[config.mk]
export PLATFORM = sky130hd
export DESIGN_NAME = mnist_result_streamer
export DESIGN_NICKNAME = d
export VERILOG_FILES = /design/src/rtl/mnist_result_streamer.sv
export SDC_FILE = /design/constraint.sdc
export NUM_CORES = 1
export LEC_CHECK = 0
export BUFFER_PORTS_ARGS = -buffer_cell sky130_fd_sc_hd__buf_2
export CORE_MARGIN = 5
export CORE_UTILIZATION = 50
export DETAILED_ROUTE_END_ITERATION = 8
export HOLD_SLACK_MARGIN = 0.08
export PLACE_DENSITY_LB_ADDON = 0.25
export SKIP_CTS_REPAIR_TIMING = 1
export SLEW_MARGIN = 20
export SYNTH_ARGS = -nofsm -noshare
export SYNTH_HDL_FRONTEND = slang
export SYNTH_SLANG_ARGS = --single-unit
[constraint.sdc]
create_clock -name clk -period 2.7 [get_ports clk]
set_input_delay 0.54 -clock clk [delete_from_list [all_inputs] [get_ports clk]]
set_output_delay 0.54 -clock clk [all_outputs]
set_load 0.005 [all_outputs]
[src/rtl/mnist_result_streamer.sv]
// Snapshots final-layer scores on done_in and streams an A5-framed byte frame; first byte valid one cycle after capture.
// m_valid/m_data registered and held under backpressure; trailing XOR checksum byte only when MNIST_STREAM_CKSUM_EN is defined.
module mnist_result_streamer #(
  parameter int         ACC_WIDTH = 32,
  parameter int         NUM_PES   = 10,
  parameter logic [7:0] SYNC_BYTE = 8'hA5
) (
  input  logic                         clk,
  input  logic                         reset,
  input  logic                         done_in,
  input  logic [ACC_WIDTH*NUM_PES-1:0] result_vector,
  input  logic [3:0]                   predicted_class,
  output logic [7:0]                   m_data,
  output logic                         m_valid,
  input  logic                         m_ready,
  output logic                         busy,
  output logic                         frame_done,
  output logic                         dropped
);
  localparam int BPW = ACC_WIDTH / 8;
  localparam int WW  = (NUM_PES > 1) ? $clog2(NUM_PES) : 1;
  localparam int BW  = (BPW > 1) ? $clog2(BPW) : 1;
  localparam logic [WW-1:0] LAST_WORD = WW'(NUM_PES - 1);
  localparam logic [BW-1:0] LAST_BYTE = BW'(BPW - 1);

`ifdef MNIST_STREAM_CKSUM_EN
  typedef enum logic [2:0] {IDLE, SYNC, CLASS, PAYLOAD, CKSUM} state_t;
  logic [7:0] cksum, cksum_nxt;
`else
  typedef enum logic [1:0] {IDLE, SYNC, CLASS, PAYLOAD} state_t;
`endif

  state_t                       state, state_nxt;
  logic [WW-1:0]                word_cnt, word_nxt;
  logic [BW-1:0]                byte_cnt, byte_nxt;
  logic [ACC_WIDTH*NUM_PES-1:0] shadow_vec;
  logic [3:0]                   shadow_class;
  logic [7:0]                   data_nxt;
  logic                         valid_nxt, done_nxt, drop_nxt, hs;

  assign hs   = m_valid && m_ready;
  assign busy = (state != IDLE);

  always_comb begin
    state_nxt = state;
    word_nxt  = word_cnt;
    byte_nxt  = byte_cnt;
    data_nxt  = m_data;
    valid_nxt = m_valid;
    done_nxt  = 1'b0;
    drop_nxt  = done_in && (state != IDLE);
`ifdef MNIST_STREAM_CKSUM_EN
    cksum_nxt = cksum;
`endif
    unique case (state)
      IDLE: begin
        if (done_in) begin
          state_nxt = SYNC;
          valid_nxt = 1'b1;
          data_nxt  = SYNC_BYTE;
          word_nxt  = '0;
          byte_nxt  = '0;
`ifdef MNIST_STREAM_CKSUM_EN
          cksum_nxt = 8'h00;
`endif
        end
      end
      SYNC: begin
        if (hs) begin
          state_nxt = CLASS;
          data_nxt  = {4'h0, shadow_class};
        end
      end
      CLASS: begin
        if (hs) begin
          state_nxt = PAYLOAD;
          data_nxt  = shadow_vec[7:0];
`ifdef MNIST_STREAM_CKSUM_EN
          cksum_nxt = cksum ^ m_data;
`endif
        end
      end
      PAYLOAD: begin
        if (hs) begin
`ifdef MNIST_STREAM_CKSUM_EN
          cksum_nxt = cksum ^ m_data;
`endif
          if (byte_cnt == LAST_BYTE) begin
            byte_nxt = '0;
            if (word_cnt == LAST_WORD) begin
`ifdef MNIST_STREAM_CKSUM_EN
              state_nxt = CKSUM;
              data_nxt  = cksum ^ m_data;
`else
              state_nxt = IDLE;
              valid_nxt = 1'b0;
              data_nxt  = 8'h00;
              done_nxt  = 1'b1;
`endif
            end else begin
              word_nxt = word_cnt + 1'b1;
            end
          end else begin
            byte_nxt = byte_cnt + 1'b1;
          end
          // Next byte is preloaded so m_data stays a pure register output.
          if (state_nxt == PAYLOAD)
            data_nxt = shadow_vec[(int'(word_nxt) * BPW + int'(byte_nxt)) * 8 +: 8];
        end
      end
`ifdef MNIST_STREAM_CKSUM_EN
      CKSUM: begin
        if (hs) begin
          state_nxt = IDLE;
          valid_nxt = 1'b0;
          data_nxt  = 8'h00;
          done_nxt  = 1'b1;
        end
      end
`endif
      default: ;
    endcase
  end

  always_ff @(posedge clk) begin
    if (!reset) begin
      state        <= IDLE;
      word_cnt     <= '0;
      byte_cnt     <= '0;
      shadow_vec   <= '0;
      shadow_class <= '0;
      m_data       <= 8'h00;
      m_valid      <= 1'b0;
      frame_done   <= 1'b0;
      dropped      <= 1'b0;
`ifdef MNIST_STREAM_CKSUM_EN
      cksum        <= 8'h00;
`endif
    end else begin
      state      <= state_nxt;
      word_cnt   <= word_nxt;
      byte_cnt   <= byte_nxt;
      m_data     <= data_nxt;
      m_valid    <= valid_nxt;
      frame_done <= done_nxt;
      dropped    <= drop_nxt;
`ifdef MNIST_STREAM_CKSUM_EN
      cksum      <= cksum_nxt;
`endif
      if (state == IDLE && done_in) begin
        shadow_vec   <= result_vector;
        shadow_class <= predicted_class;
      end
    end
  end
endmodule

* After elaboration in Yosys (flattened, before gate mapping) *
Cells that the tools add are included.
Widths: inputs -> output; s select.

operators by class
  add/subtract/negate cells = 3
  equal/unequal tests = 14
  shift-type cells = 1
  muxes and demuxes = 36
  reductions and logical operators = 11

operators with widths
  kind                 count
  $shiftx 320x11->8    1
  $mux 8               7
  $pmux 8 s4           1
  $mux 2               13
  $mux 4               6
  $ne 2x2->1 const B   6
  $eq 2x2->1 const B   4
  $pmux 2 s4           1
  $pmux 4 s2           1
  $reduce_and 4->1     2
  $add 6x2->7          1
  $ne 3x3->1 const B   2
  $reduce_and 6->1     1
  $mux 1               5
  $reduce_and 5->1     1
  $add 4x1->4 const B  1
  $eq 4x4->1 const B   1
  $pmux 2 s2           1
  $reduce_bool 2->1    2
  $logic_and 1x1->1    3
  $reduce_and 3->1     1
  $add 2x1->2 const B  1
  $eq 2x1->1 const B   1
  $logic_not 2->1      1
  $pmux 1 s2           1

word-level totals
  register bits = 343

* Logic depth before layout (Yosys ltp) *
  depth after elaboration = 10
  gate-level depth with buffers = 11
  mapped depth without buffers = 8

* Worst setup path after synthesis *
Ideal clock, no wire load.

  path type = reg-to-reg
  start point = reg byte_cnt[0]
  end point = reg m_data[0]
  library setup time = 0.120 ns
  arrival = 2.139 ns
  required time = 2.580 ns
  path slack = 0.441 ns
  cell stages (with the launch flop) = 11
  buffers on the path = 4
  period minus slack after synthesis = 2.259 ns
  path through = dfxtp_1 -> ha_1 -> buf_4 -> buf_6 -> buf_6 -> buf_4 -> mux4_2 -> mux2i_1 -> nor2_1 -> o22ai_1 -> a21oi_1

on the way
  longest elaborated chain between the ends = 9
  elaborated cells between the ends (all ways) = 20
  those cells by class = 2 x add/sub; 4 x eq/ne; 1 x shift; 12 x mux; 1 x reduce/logical

RTL lines
  item                                       line     RTL
  start, declared                            35       logic [BW-1:0] byte_cnt, byte_nxt;
  start signal, assigned                     142      byte_cnt <= byte_nxt;
  $add 2x1->2 or $eq 2x2->1 (tied branches)  104, 88
  $mux 2 or $mux 4 (tied branches)           88       if (byte_cnt == LAST_BYTE) begin
  $mux 2 or $mux 4 (tied branches)           84       if (hs) begin
  $mux 2 or $mux 4 (tied branches)           55       unique case (state)
  $add 6x2->7                                108      data_nxt = shadow_vec[(int'(word_nxt) * BPW + int'(byte_nxt)) * 8 +: 8];
  $shiftx 320x11->8                          108
  $mux 8                                     107      if (state_nxt == PAYLOAD)
  $mux 8                                     84
  $pmux 8 s4                                 55
  end signal, assigned                       143      m_data <= data_nxt;
  end, declared                              13       output logic [7:0] m_data,

Several ways; a longest one is shown, not always the timed one. The select of a mux whose other input is x is not followed.
A chain may end at the register's enable or synchronous reset.

* Final worst setup path *
  start point = reg word_cnt[1]
  end point = reg m_data[7]

on the way
  longest elaborated chain between the ends = 10
  elaborated cells between the ends (all ways) = 19
  those cells by class = 2 x add/sub; 4 x eq/ne; 1 x shift; 11 x mux; 1 x reduce/logical

RTL lines
  item                                       line     RTL
  start, declared                            34       logic [WW-1:0] word_cnt, word_nxt;
  start signal, assigned                     141      word_cnt <= word_nxt;
  $add 4x1->4 or $eq 4x4->1 (tied branches)  101, 90
  $mux 4                                     90       if (word_cnt == LAST_WORD) begin
  $mux 4                                     88
  $mux 4                                     84
  $mux 4                                     55
  $add 6x2->7                                108
  $shiftx 320x11->8                          108
  $mux 8                                     107
  $mux 8                                     84
  $pmux 8 s4                                 55

Several ways; a longest one is shown, not always the timed one. The select of a mux whose other input is x is not followed.

==> results.md <==
Outcome:
- The run finished with clean final reports.

STA:
- In this run the tightest slew margin relative to its limit is 0.564.
- Timing would allow up to 0.391 GHz.
- At the pin with the least slew margin, the transition time is about 0.65 ns.
- The period utilization is 0.947.
- The clock period could shrink to 2.56 ns.
- Setup repair after global routing left no endpoint under its margin.
- Summed over all failing endpoints, the final setup total negative slack is 0 ns.
- The total of endpoints with negative setup slack in the final report is 0.
- The final number of hold-violating endpoints came to 0.
- The clock arrives with 0.0128 ns of skew.
- The final count of pins violating max slew is 0.
- The setup slack of the critical path after layout is around 0.14 ns.

Synthesis:
- The largest family of logic cells by synthesized area is compound AO/OA/AOI/OAI gates.
- The post-synthesis simple-gate area fraction is 0.185.
- The count of flip-flops with a built-in enable after synthesis is 0.
- Sorting the synthesized cells by area gives the leading types as dfxtp_1, a21boi_0, nand2_1.
- The proportion of register bits with asynchronous set or reset after synthesis is 0.
- The mean instance size in the synthesized netlist is 8.90 µm².
- Synthesis inferred around 340 register bits.
- The number of nets in the synthesized netlist is approximately 2100.
- In this run the cell area of the synthesized design comes to 15600 µm².
- The most area-hungry cell type in the Yosys netlist is dfxtp_1.
- Measured against the total synthesized area, the mux share comes to 0.136.
- Synthesis produced 1754 cells.
- The number of different library cells used by synthesis comes to 49.
- Of the total synthesized cell area, the portion taken by full adders, half adders and majority gates is 0.00240.
- The top cell type's share of synthesized area is 0.440.
- The post-synthesis compound-gate area fraction was 0.191.
- In the synthesized netlist the dominant register cell turns out to be dfxtp_1.
- The synthesized-area fraction occupied by xor and xnor cells is 0.000561.
- The fraction of the yosys area taken by sequential cells is 0.440.
- The Yosys step of the flow raised 0 warnings.

Die:
- From left edge to right edge, the die measures 187 µm.
- The region available for standard cell placement spans 30700 µm².
- During I/O placement, the number of pins put on the boundary was between 300 and 400.
- The initial utilization of the core area, before any placement, comes to 0.509.
- In this run the core area contains 64 standard-cell rows.
- The die covers between 30000 and 40000 µm².
- The die is roughly 190 µm tall.

Worst hold path:
- The class of the worst hold path is primary input to register.

Final layout:
- The count of cells in the finished layout, fillers not included, comes to 2454.
- The area of the multi-input gates is approximately 8100 µm².
- The area added between synthesis and finish is 21.0%.
- The share of final-layout standard cells stronger than drive strength 1 is 0.250.
- For this run, the post-layout net count is between 2000 and 2500.
- The number of filler instances in the final layout is 2703.
- The diode insertion count for antenna repair is 0.
- Across the whole layout, storage elements account for 6870 µm².
- The cell area after layout is 18900 µm².

GRT:
- The remaining global-route overflow is 0.
- Entering global routing, the biggest net connects 146 pins.
- The initial antenna violation count was 1.
- The total global-route track usage is 0.246.
- The number of global-route vias before repair is 13250.
- The first global-routing pass estimated 70.9 mm of wire.

Worst setup path:
- The delay of the slowest cell on the worst path is 0.46 ns.
- The critical path is of the register to register type.
- The maximum fanout encountered on the critical timing path is 8.
- The data required time of the worst path is between 3 and 4 ns.
- The startpoint type of the worst setup path is a register.
- Traced cell by cell, the critical path runs through inv_1, ha_1, and4b_1, a211o_4, buf_4, mux4_2, o211ai_1, a21oi_1.
- The endpoint kind of the worst setup timing path is a register.
- The buffer and inverter count on the worst path is 2.
- At the worst endpoint, the arrival time is 2.95 ns.
- The slowest library cell on the worst path is mux4_2.
- In this design, the largest share of critical-path delay is due to compound AO/OA/AOI/OAI gates.

Detailed routing:
- The average wire per cell in the routed design is between 15 and 20 µm.
- In this run the remaining antenna-violating nets after routing total 0.
- The first TritonRoute pass finished after 6 iterations.
- The routed design has 45.0 mm of wire.
- The via density per instance is about 5.5.
- The number of DRC violations after detailed-routing iteration 0 is 1199.
- The vias after detailed routing is roughly 13000.
- In the routed design, unresolved DRC markers number 0.

Power:
- The leakage power total is between 7 and 8 nW.
- The worst IR drop on VDD is 0.362 mV.
- The power per cell area is about 640 nW/µm².

Clock network:
- The cell sitting at the root of the clock tree is a clkbuf_16.
- Clock tree synthesis found a total of 343 sinks.
- Clock latency on the worst-skew pair, taken at its later pin, is 0.52 ns.
- The longest clock path from root to sink contains 3 buffers.
- After clock tree synthesis, the clock-pin slew on the worst setup and hold paths is around 0.06 ns.
- The number of buffers inserted during clock tree synthesis is 38.
- TritonCTS built the clock tree.
- The H-tree was split into 2 levels.

Placement:
- The post-placement cell count is approximately 2400.
- Detailed placement ended at an HPWL of 33.0 mm.
- The number of buffers inserted by port buffering is 339.
- The worst setup slack after placement is 0.113 ns.
- The global placer's final weighted congestion is 0.897.
- The instance area at placement is 17600 µm².

Run:
- Max-cap violations in this run came to 0.
-- stage by stage --
stage               power [mW]  hold WS (ns)   util
detailed placement        7.15         0.453  0.573
global route              12.6         0.266  0.616
finish                    12.2         0.273  0.616
CTS                       12.2         0.256  0.614
global placement          7.11         0.447  0.573
floorplan                 6.52         0.438      -
-- final timing paths --
check	cells after the start	to	from	slack, ns
min	3	shadow_vec[234]$_SDFFE_PN0P_	result_vector[234]	0.27
max	8	m_data[7]$_SDFFE_PN0P_	word_cnt[1]$_SDFFE_PN0P_	0.14
max reg2reg	8	m_data[7]$_SDFFE_PN0P_	word_cnt[1]$_SDFFE_PN0P_	0.14
min reg2reg	2	shadow_vec[284]$_SDFFE_PN0P_	shadow_vec[284]$_SDFFE_PN0P_	0.46
-- cells in the mapped netlist (4+ instances only) --
cell	n
nor2_1	22
buf_2	37
mux4_2	72
inv_1	6
nand4_1	7
o211ai_1	7
nor2b_1	12
dfxtp_1	343
a21oi_1	25
o21ai_0	7
buf_4	8
nand4b_1	4
o22ai_1	9
clkbuf_1	89
and3_1	5
nand3_1	7
a21boi_0	332
nand2_1	660
a22oi_1	8
mux2i_1	46
-- worst register-to-register path, cell delays in order, from the launching register on --
cell      delay, ns
dfxtp_1        0.43
inv_1          0.08
ha_1           0.25
and4b_1        0.23
a211o_4        0.39
buf_4          0.19
mux4_2         0.46
o211ai_1       0.29
a21oi_1        0.11
-- cells by family after synthesis --
| group | after synthesis |
|---|---|
| AO/OA/AOI/OAI | 408 |
| multiplexers | 122 |
| buffers and inverters | 147 |
| adder cells (fa/ha/maj) | 3 |
| flip-flops | 343 |
| AND/OR/NAND/NOR | 730 |
| XOR/XNOR | 1 |
-- routing by layer --
layer	GRT usage	wire length (µm)	vias up
li1	-	-	6514
met5	0	0	-
met4	0.0748	1290	0
met2	0.386	20600	526
met1	0.343	19600	6273
met3	0.0546	3400	87
-- cell usage in the layout (no fill, tap or decap), types with 13 or more instances in the layout --
cell type,Yosys,routed
dfxtp_1,343,342
buf_12,3,13
clkbuf_16,0,41
mux2i_1,46,46
nor2_1,22,22
mux4_2,72,72
buf_4,8,27
a21boi_0,332,332
buf_2,37,338
a21oi_1,25,25
nand2_1,660,659
-- flip-flops by register name, summed over array words and instances, names as in the netlist, 2 cells and up --
signal        count
shadow_class      4
shadow_vec      320
byte_cnt          2
state             2
word_cnt          4
m_data            8
-- power breakdown --
part | switching (mW) | internal (mW)
clock | 2.00 | 3.11
combinational | 0.791 | 0.620
sequential | 0.220 | 5.42
-- cell type report --
class	count	share of cell area
inverter	6	0.00119
multi-input combinational	1264	0.428
clock buffer	62	0.0633
sequential	343	0.364
clock inverter	3	0.00232
tap	396	0.0262
timing repair buffer	380	0.115
No activity file was read; power rests on OpenSTA's default activity.
